$ cat src/rtl/timer_arbiter.sv
// timer_arbiter: shares one up-counter between NREQ requesters.
// A round-robin pick chooses the owner, the counter runs 0..LEN of that
// owner, and a one-cycle DONE pulse is returned when the interval ends.
module timer_arbiter #(
    parameter int NREQ  = 4,
    parameter int WIDTH = 4
) (
    input  logic                  CLK,
    input  logic                  RST,
    input  logic [NREQ-1:0]       REQ,
    input  logic [NREQ*WIDTH-1:0] LEN,
    output logic [NREQ-1:0]       GNT,
    output logic [NREQ-1:0]       DONE,
    output logic [WIDTH-1:0]      Q,
    output logic                  BUSY
);

    localparam int PW = (NREQ > 1) ? $clog2(NREQ) : 1;

    typedef enum logic [1:0] {
        IDLE = 2'd0,
        RUN  = 2'd1,
        FIN  = 2'd2
    } state_t;

    state_t           state_q, state_d;
    logic [PW-1:0]    ptr_q, ptr_d;
    logic [PW-1:0]    sel_q, sel_d;
    logic [WIDTH-1:0] len_q, len_d;
    logic [WIDTH-1:0] cnt_q, cnt_d;

    logic [PW-1:0]    cand;
    logic [PW-1:0]    win_idx;
    logic             win_found;
    logic [WIDTH-1:0] win_len;
    logic [PW-1:0]    ptr_after_sel;
    logic [NREQ-1:0]  sel_onehot;

    // Rotating-priority search: first pending requester at or after ptr_q.
    always_comb begin
        cand      = '0;
        win_idx   = ptr_q;
        win_found = 1'b0;
        for (int k = 0; k < NREQ; k++) begin
            cand = PW'((int'(ptr_q) + k) % NREQ);
            if (!win_found && REQ[cand]) begin
                win_found = 1'b1;
                win_idx   = cand;
            end
        end
    end

    // Pick the winner's terminal count out of the packed LEN bus.
    always_comb begin
        win_len = '0;
        for (int i = 0; i < NREQ; i++) begin
            if (win_idx == PW'(i)) begin
                win_len = LEN[i*WIDTH +: WIDTH];
            end
        end
    end

    assign ptr_after_sel = (sel_q == PW'(NREQ - 1)) ? '0 : sel_q + PW'(1);
    assign sel_onehot    = {{(NREQ-1){1'b0}}, 1'b1} << sel_q;

    // Next-state logic: grant from IDLE, abort/finish/count in RUN, clear in FIN.
    always_comb begin
        state_d = state_q;
        ptr_d   = ptr_q;
        sel_d   = sel_q;
        len_d   = len_q;
        cnt_d   = cnt_q;
        case (state_q)
            IDLE: begin
                if (win_found) begin
                    sel_d   = win_idx;
                    len_d   = win_len;
                    cnt_d   = '0;
                    state_d = RUN;
                end
            end
            RUN: begin
                if (!REQ[sel_q]) begin
                    cnt_d   = '0;
                    ptr_d   = ptr_after_sel;
                    state_d = IDLE;
                end else if (cnt_q == len_q) begin
                    ptr_d   = ptr_after_sel;
                    state_d = FIN;
                end else begin
                    cnt_d = cnt_q + WIDTH'(1);
                end
            end
            FIN: begin
                cnt_d   = '0;
                state_d = IDLE;
            end
            default: begin
                cnt_d   = '0;
                state_d = IDLE;
            end
        endcase
    end

    // State register; reset drops any run in progress without a DONE.
    always_ff @(posedge CLK or posedge RST) begin
        if (RST) begin
            state_q <= IDLE;
            ptr_q   <= '0;
            sel_q   <= '0;
            len_q   <= '0;
            cnt_q   <= '0;
        end else begin
            state_q <= state_d;
            ptr_q   <= ptr_d;
            sel_q   <= sel_d;
            len_q   <= len_d;
            cnt_q   <= cnt_d;
        end
    end

    // Outputs decode straight from registered state so reset clears them at once.
    always_comb begin
        GNT  = '0;
        DONE = '0;
        BUSY = 1'b0;
        if (state_q == RUN) begin
            GNT  = sel_onehot;
            BUSY = 1'b1;
        end
        if (state_q == FIN) begin
            DONE = sel_onehot;
        end
    end

    assign Q = cnt_q;

endmodule

$ cat config.mk
export PLATFORM = sky130hd
export DESIGN_NAME = timer_arbiter
export DESIGN_NICKNAME = d
export VERILOG_FILES = /design/src/rtl/timer_arbiter.sv
export SDC_FILE = /design/constraint.sdc
export NUM_CORES = 1
export LEC_CHECK = 0
export ABC_AREA = 1
export CAP_MARGIN = 10
export CORE_UTILIZATION = 35
export CTS_CLUSTER_DIAMETER = 30
export CTS_CLUSTER_SIZE = 24
export DETAILED_ROUTE_END_ITERATION = 12
export GPL_ROUTABILITY_DRIVEN = 0
export PLACE_DENSITY = 0.66
export RECOVER_POWER = 100
export SETUP_SLACK_MARGIN = 0.2
export SYNTH_ARGS = -nofsm -noshare
export SYNTH_HDL_FRONTEND = slang
export SYNTH_SLANG_ARGS = --single-unit
$ cat constraint.sdc
create_clock -name CLK -period 1.8 [get_ports CLK]
set_clock_uncertainty 0.2 [all_clocks]
set_input_delay 0.45 -clock CLK [delete_from_list [all_inputs] [get_ports CLK]]
set_output_delay 0.45 -clock CLK [all_outputs]
set_load 0.005 [all_outputs]
==> results.yml, run 1 <==
yosys:
  yosys-top-cells-area: "dfrtp_1 (27%), nand2_1 (17%), nand3_1 (6.2%)"
  synth.cell_area_um2: 1290
  synth_top_area_frac: 0.271
  ys_seq_area_frac: 0.271
  synth_top_area_cell: "dfrtp_1"
  synth_nets: 216
  yosysWarningCount: 0
  ys_seq_elements: 14
  synth.distinct_cells: 25
  postSynthCellCount: 189
  synth_area_per_cell_um2: 6.84
sta:
  fin_crit_ps: 2140
  relSlewSlack: 0.472
  fin_crit_sh: 1.19
  fin_ws_ps: -336
  finalSetupViolations: 22
  fmax_mhz: 468
  hold_viol_final: 0
  rsz0062_at_grt: "yes"
  drv_slew: 0
  tightest_slew_ps: 791
critical_path:
  cp.required_ps: 1730
  worst-path-max-fanout: 3
  critical-path-slowest-cell: "dfrtp_1"
  end_kind: "register"
  critical_path_arrival_ps: 2070
  reg2regPathDepth: 15
  crit_path_start_kind: "register"
  r2r_setup_slack_ps: -340
  critical_path.max_stage_delay_ps: 400
  crit_buf_inv: 6
  cp_top_family: "buffers and inverters"
  path_class: "register to register"
  path_cells: "inv_2, buf_6, buf_6, buf_6, a21oi_4, o21ai_2, nand2_2, nand2_2, nor2_4, inv_1, nand2_4, inv_2, nand2_2, xor2_1, a21oi_1"
  rr_endpoint: "Q[2]$_DFFE_PP0P_"
  reg2reg_from: "sel_q[0]$_DFFE_PP0P_"
clock_tree:
  cts_max_level: 1
  cts_buffers: 3
  tritoncts: "yes"
  clockBufferDepth: 2
  path_clk_slew_ps: 60
  clockRootBuffer: "clkbuf_8"
  clock-sinks: 14
  cts-hold-fix-buffers: 0
  clk_latency_ps: 250
global_routing:
  met1_usage: 0.267
  grt_antenna_before_repair: 0
  use_met3: 0.0347
  use_met2: 0.385
  grt_pass1_vias: 1517
  busiest_layer: "met2"
  overflow: 0
  grt_pass1_wl_um: 6770
  grt_max_degree: 15
  track_usage: 0.217
min_path:
  holdPathStages: 2
  min-delay-start: "len_q[2]$_DFFE_PP0P_"
  min_to: "len_q[2]$_DFFE_PP0P_"
  min_path_type: "register to register"
job:
  maxCapViolations: 0
finish:
  stdcell_count: 333
  drive_gt1_frac: 0.495
  syn2layout_area_growth_pct: 89.3
  fillers: 264
  finish.utilization: 0.711
  n_antenna_cell: 0
  finish.net_count: 315
floorplan:
  fp-row-count: 21
  start_util: 0.375
  die_h_um: 62.8
  fp.coreArea_um2: 3440
  die_x_um: 62.8
  die-area_um2: 3940
  ios: 35
power:
  switching_share: 0.479
  leakage_nw: 1.23
  p_seq_frac: 0.116
  p_clk_frac: 0.061
  power_density_nw_per_um2: 2120
  net-switching-power_mw: 2.48
  peakVddDrop_mv: 1.04
  p_comb_frac: 0.823
  intPower_mw: 2.70
routing:
  num_vias: 1637
  drtPass1Iterations: 4
  ant_nets: 0
  first_iter_violations: 133
  wl_per_cell_um: 13.8
  via_per_inst: 4.92
  drc_errors: 0
  totalWireLength_um: 4590
placement:
  portBuffers: 34
  placed_cells: 297
  dpl.hpwl_um: 2580
outcome:
  run_status: "finished, violations left"
  violations: "negative setup slack"
-- per-layer routing --
metal  wire, um  up-vias
met1       1820      746
met2       2400       76
li1           -      805
met5          0        -
met4         91        0
met3        274       10
-- cell families (layout without fill, tap and decap cells) --
logic type | count (synthesis) | in the layout | synth area share
AO/OA/AOI/OAI | 16 | 16 | 0.0726
XOR/XNOR | 6 | 6 | 0.0407
adder cells (fa/ha/maj) | 5 | 5 | 0.0484
buffers and inverters | 27 | 125 | 0.0871
flip-flops | 14 | 14 | 0.271
multiplexers | 1 | 1 | 0.00774
AND/OR/NAND/NOR | 120 | 120 | 0.472
-- registers in the layout, indices dropped and copies added, names as in the netlist --
register and flops:
Q 4, len_q 4, ptr_q 2, sel_q 2
state_q 2
-- what timing repair did --
item / CTS / global route
buffers inserted: 24 / 8
endpoints found under the setup margin: 27 / 23
pin swaps: 24 / 24
gates cloned: 0 / 0
hold endpoints to repair: 0 / 0
resized for setup: 86 / 44
-- layout make-up --
cell class                      instances  area [um^2]  area share
Tap cell                               46         57.6      0.0235
Multi-Input combinational cell        148         1020       0.418
Inverter                               25          104      0.0425
Clock buffer                            4         55.1      0.0225
Sequential cell                        14          354       0.145
Timing Repair Buffer                   96          852       0.348
-- synthesized netlist by cell type, drive strengths merged --
cell	n
o21ai	10
xor2	1
nor3	1
a21oi	5
inv	25
mux2i	1
nand2	73
ha	5
buf	2
o31ai	1
xnor2	5
dfrtp	14
nand3	18
nand4	13
nor2	15
-- layout by cell type, fill, tap and decap left out, drive strengths merged, types with 5 or more instances in the layout --
cell,Yosys,layout
nand2,73,73
inv,25,25
nor2,15,15
a21oi,5,5
o21ai,10,10
buf,2,70
nand3,18,18
dfrtp,14,14
clkdlybuf4s50,0,16
ha,5,5
clkbuf,0,5
xnor2,5,5
nand4,13,13
dlygate4sd2,0,8
-- stage by stage --
step / power (mW) / TNS (ps) / instance area (um^2) / worst slack [ps] / hold WS [ps]
finish: 5.18 / -4490 / 2450 / -336 / 301
CTS: 4.41 / -3060 / 2230 / -276 / 303
global route: 5.57 / -6550 / 2450 / -445 / 331
global placement: 3.49 / -8270 / 1920 / -665 / 289
floorplan: 2.46 / -756 / 1300 / -139 / 139
detailed placement: 3.51 / -8440 / 1920 / -662 / 286
-- power by group through the flow --
stage	clock (mW)	combinational, mW	sequential (mW)
global route	0.336	4.61	0.616
floorplan	0	1.88	0.579
finish	0.317	4.26	0.600
detailed placement	0	2.93	0.579
CTS	0.318	3.51	0.576
global placement	0	2.91	0.579
-- worst register-to-register path, stage by stage (launching register included) --
cell and delay, ps:
dfrtp_1 400, inv_2 70, buf_6 120, buf_6 100, buf_6 120, a21oi_4 150
o21ai_2 70, nand2_2 90, nand2_2 100, nor2_4 110, inv_1 80, nand2_4 100
inv_2 50, nand2_2 60, xor2_1 150, a21oi_1 70
-- how the worst max path moves through the flow --
| stage | slack (ps) | from | depth (start not counted) | to |
|---|---|---|---|---|
| 3_3_place_gp | -660 | REQ[3] | 14 | Q[2]$_DFFE_PP0P_ |
| 5_1_grt | -450 | sel_q[0]$_DFFE_PP0P_ | 15 | Q[2]$_DFFE_PP0P_ |
| 3_5_place_dp | -660 | REQ[0] | 14 | len_q[1]$_DFFE_PP0P_ |
| 6_report | -340 | sel_q[0]$_DFFE_PP0P_ | 15 | Q[2]$_DFFE_PP0P_ |
| 4_1_cts | -280 | ptr_q[0]$_DFFE_PP0P_ | 15 | len_q[1]$_DFFE_PP0P_ |
| 2_1_floorplan | -140 | ptr_q[0]$_DFFE_PP0P_ | 15 | len_q[0]$_DFFE_PP0P_ |
(Power assumes the default switching activity.)
==> run 2: changes to the inputs <==
--- a/config.mk
+++ b/config.mk
@@ -15,6 +15,7 @@
 export PLACE_DENSITY = 0.66
 export RECOVER_POWER = 100
 export SETUP_SLACK_MARGIN = 0.2
+export SKIP_CTS_REPAIR_TIMING = 1
 export SYNTH_ARGS = -nofsm -noshare
 export SYNTH_HDL_FRONTEND = slang
 export SYNTH_SLANG_ARGS = --single-unit
==> run 2 against run 1 <==
Net effect:
- critical path depth stayed put
- largest cell class unchanged
- worst hold slack got worse by 4.7 ps
- sequential power grew 5.7%
- non-clock buffer count decreased by 9
- utilization shrank 1.1 points
- combinational power is 1% lower
- final area is 1.5% lower
- clock power is 3% lower
- the flow still finishes with violations (negative setup slack)
- total power down 0.82%
- via count shrank 3.2%
- die area is the same
==> results.yml, run 2 (synthesis gave the netlist of run 1 again) <==
placement:
  placed_cells: 297
  dp_slack_ps: -662
  dpl.hpwl_um: 2580
  portBuffers: 34
routing:
  first_iter_violations: 132
  wl_per_cell_um: 13.2
  via_per_inst: 4.89
  num_vias: 1585
  drc_errors: 0
  totalWireLength_um: 4280
  ant_nets: 0
  drtPass1Iterations: 4
global_routing:
  overflow: 0
  track_usage: 0.172
  grt_antenna_before_repair: 0
  grt_pass1_vias: 1283
  grt_pass1_wl_um: 5440
  grt_max_degree: 15
clock_tree:
  cts_max_level: 1
  clk_latency_ps: 250
  tritoncts: "yes"
  clockRootBuffer: "clkbuf_8"
  clockBufferDepth: 2
  path_clk_slew_ps: 60
  cts_buffers: 3
  clock-sinks: 14
finish:
  stdcell_count: 324
  layout_common_cells: "nand2_1 (38), buf_4 (35), nand2_2 (22)"
  drive_gt1_frac: 0.532
  finish.net_count: 306
  fillers: 255
  syn2layout_area_growth_pct: 86.4
  n_antenna_cell: 0
  layout_commonest_cell: "nand2_1"
floorplan:
  ios: 35
  die-area_um2: 3940
  fp.coreArea_um2: 3440
  start_util: 0.375
  die_h_um: 62.8
  die_x_um: 62.8
  fp-row-count: 21
power:
  p_comb_frac: 0.816
  intPower_mw: 2.65
  switching_share: 0.484
  p_seq_frac: 0.123
  net-switching-power_mw: 2.49
  power_density_nw_per_um2: 2130
  leakage_nw: 1.22
  p_clk_frac: 0.060
  peakVddDrop_mv: 1.03
sta:
  hold_viol_final: 0
  fin_crit_sh: 1.19
  rsz0062_at_grt: "yes"
  finalSetupViolations: 19
  fin_crit_ps: 2150
  relSlewSlack: 0.492
  fmax_mhz: 466
  fin_ws_ps: -346
  drv_slew: 0
  tightest_slew_ps: 763
critical_path:
  critical_path_arrival_ps: 2090
  worst-path-max-fanout: 8
  critical-path-slowest-cell: "dfrtp_2"
  path_cells: "buf_4, nand2_1, nand2_2, buf_4, nand2_2, o21ai_4, nand4_4, nand2_2, nand2_4, nand2_4, nand2_4, buf_4, nand4_1, nand2_1, nand2_1"
  crit_path_start_kind: "register"
  cp.required_ps: 1740
  cp_top_family: "simple AND/OR/NAND/NOR gates"
  crit_buf_inv: 3
  end_kind: "register"
  path_class: "register to register"
  critical_path.max_stage_delay_ps: 450
job:
  maxCapViolations: 0
outcome:
  run_status: "finished, violations left"
  violations: "negative setup slack"
min_path:
  min_path_type: "register to register"
## run 2: worst min-delay path: stages (launching register included)
cell and delay (ps):
dfrtp_1 360, nand2_1 60, nand2_1 50
## run 2: power by group through the flow
stage / clock, mW / sequential (mW) / combinational [mW]
6_report: 0.309 / 0.634 / 4.20
5_1_grt: 0.329 / 0.649 / 4.53
4_1_cts: 0.318 / 0.575 / 2.94
3_5_place_dp: 0 / 0.579 / 2.93
3_3_place_gp: 0 / 0.579 / 2.91
2_1_floorplan: 0 / 0.579 / 1.88
## run 2: final cells by class
cell class              count  area, um^2  share of cell area
clock buffers               4        55.1              0.0229
inverters                  25         114              0.0473
multi-input cells         148        1040               0.434
flip-flops and latches     14         357               0.148
well taps                  46        57.6              0.0239
repair buffers             87         781               0.324
## run 2: worst paths after layout
kind | cells after the start | startpoint | end | slack (ps)
max | 15 | ptr_q[0]$_DFFE_PP0P_ | len_q[2]$_DFFE_PP0P_ | -350
min | 2 | len_q[2]$_DFFE_PP0P_ | len_q[2]$_DFFE_PP0P_ | 300
max reg2reg | 15 | ptr_q[0]$_DFFE_PP0P_ | len_q[2]$_DFFE_PP0P_ | -350
min reg2reg | 2 | len_q[2]$_DFFE_PP0P_ | len_q[2]$_DFFE_PP0P_ | 300
max in group asynchronous | 3 | RST | ptr_q[1]$_DFFE_PP0P_ | 230
min in group asynchronous | 3 | RST | len_q[0]$_DFFE_PP0P_ | 640
## run 2: routing by layer
| layer | track usage | share of wire |
|---|---|---|
| met5 | 0 | 0 |
| met1 | 0.228 | 0.43 |
| met2 | 0.287 | 0.51 |
| met3 | 0.0292 | 0.047 |
| met4 | 0.0436 | 0.0084 |
## run 2: per-stage QoR
step	power (mW)	utilization	area (um^2)	TNS [ps]	hold WS, ps
floorplan	2.46	-	1300	-756	139
global placement	3.49	0.557	1920	-8270	289
detailed placement	3.51	0.557	1920	-8440	286
CTS	3.84	0.573	1970	-7650	303
global route	5.51	0.700	2410	-5140	329
finish	5.14	0.700	2410	-3550	296
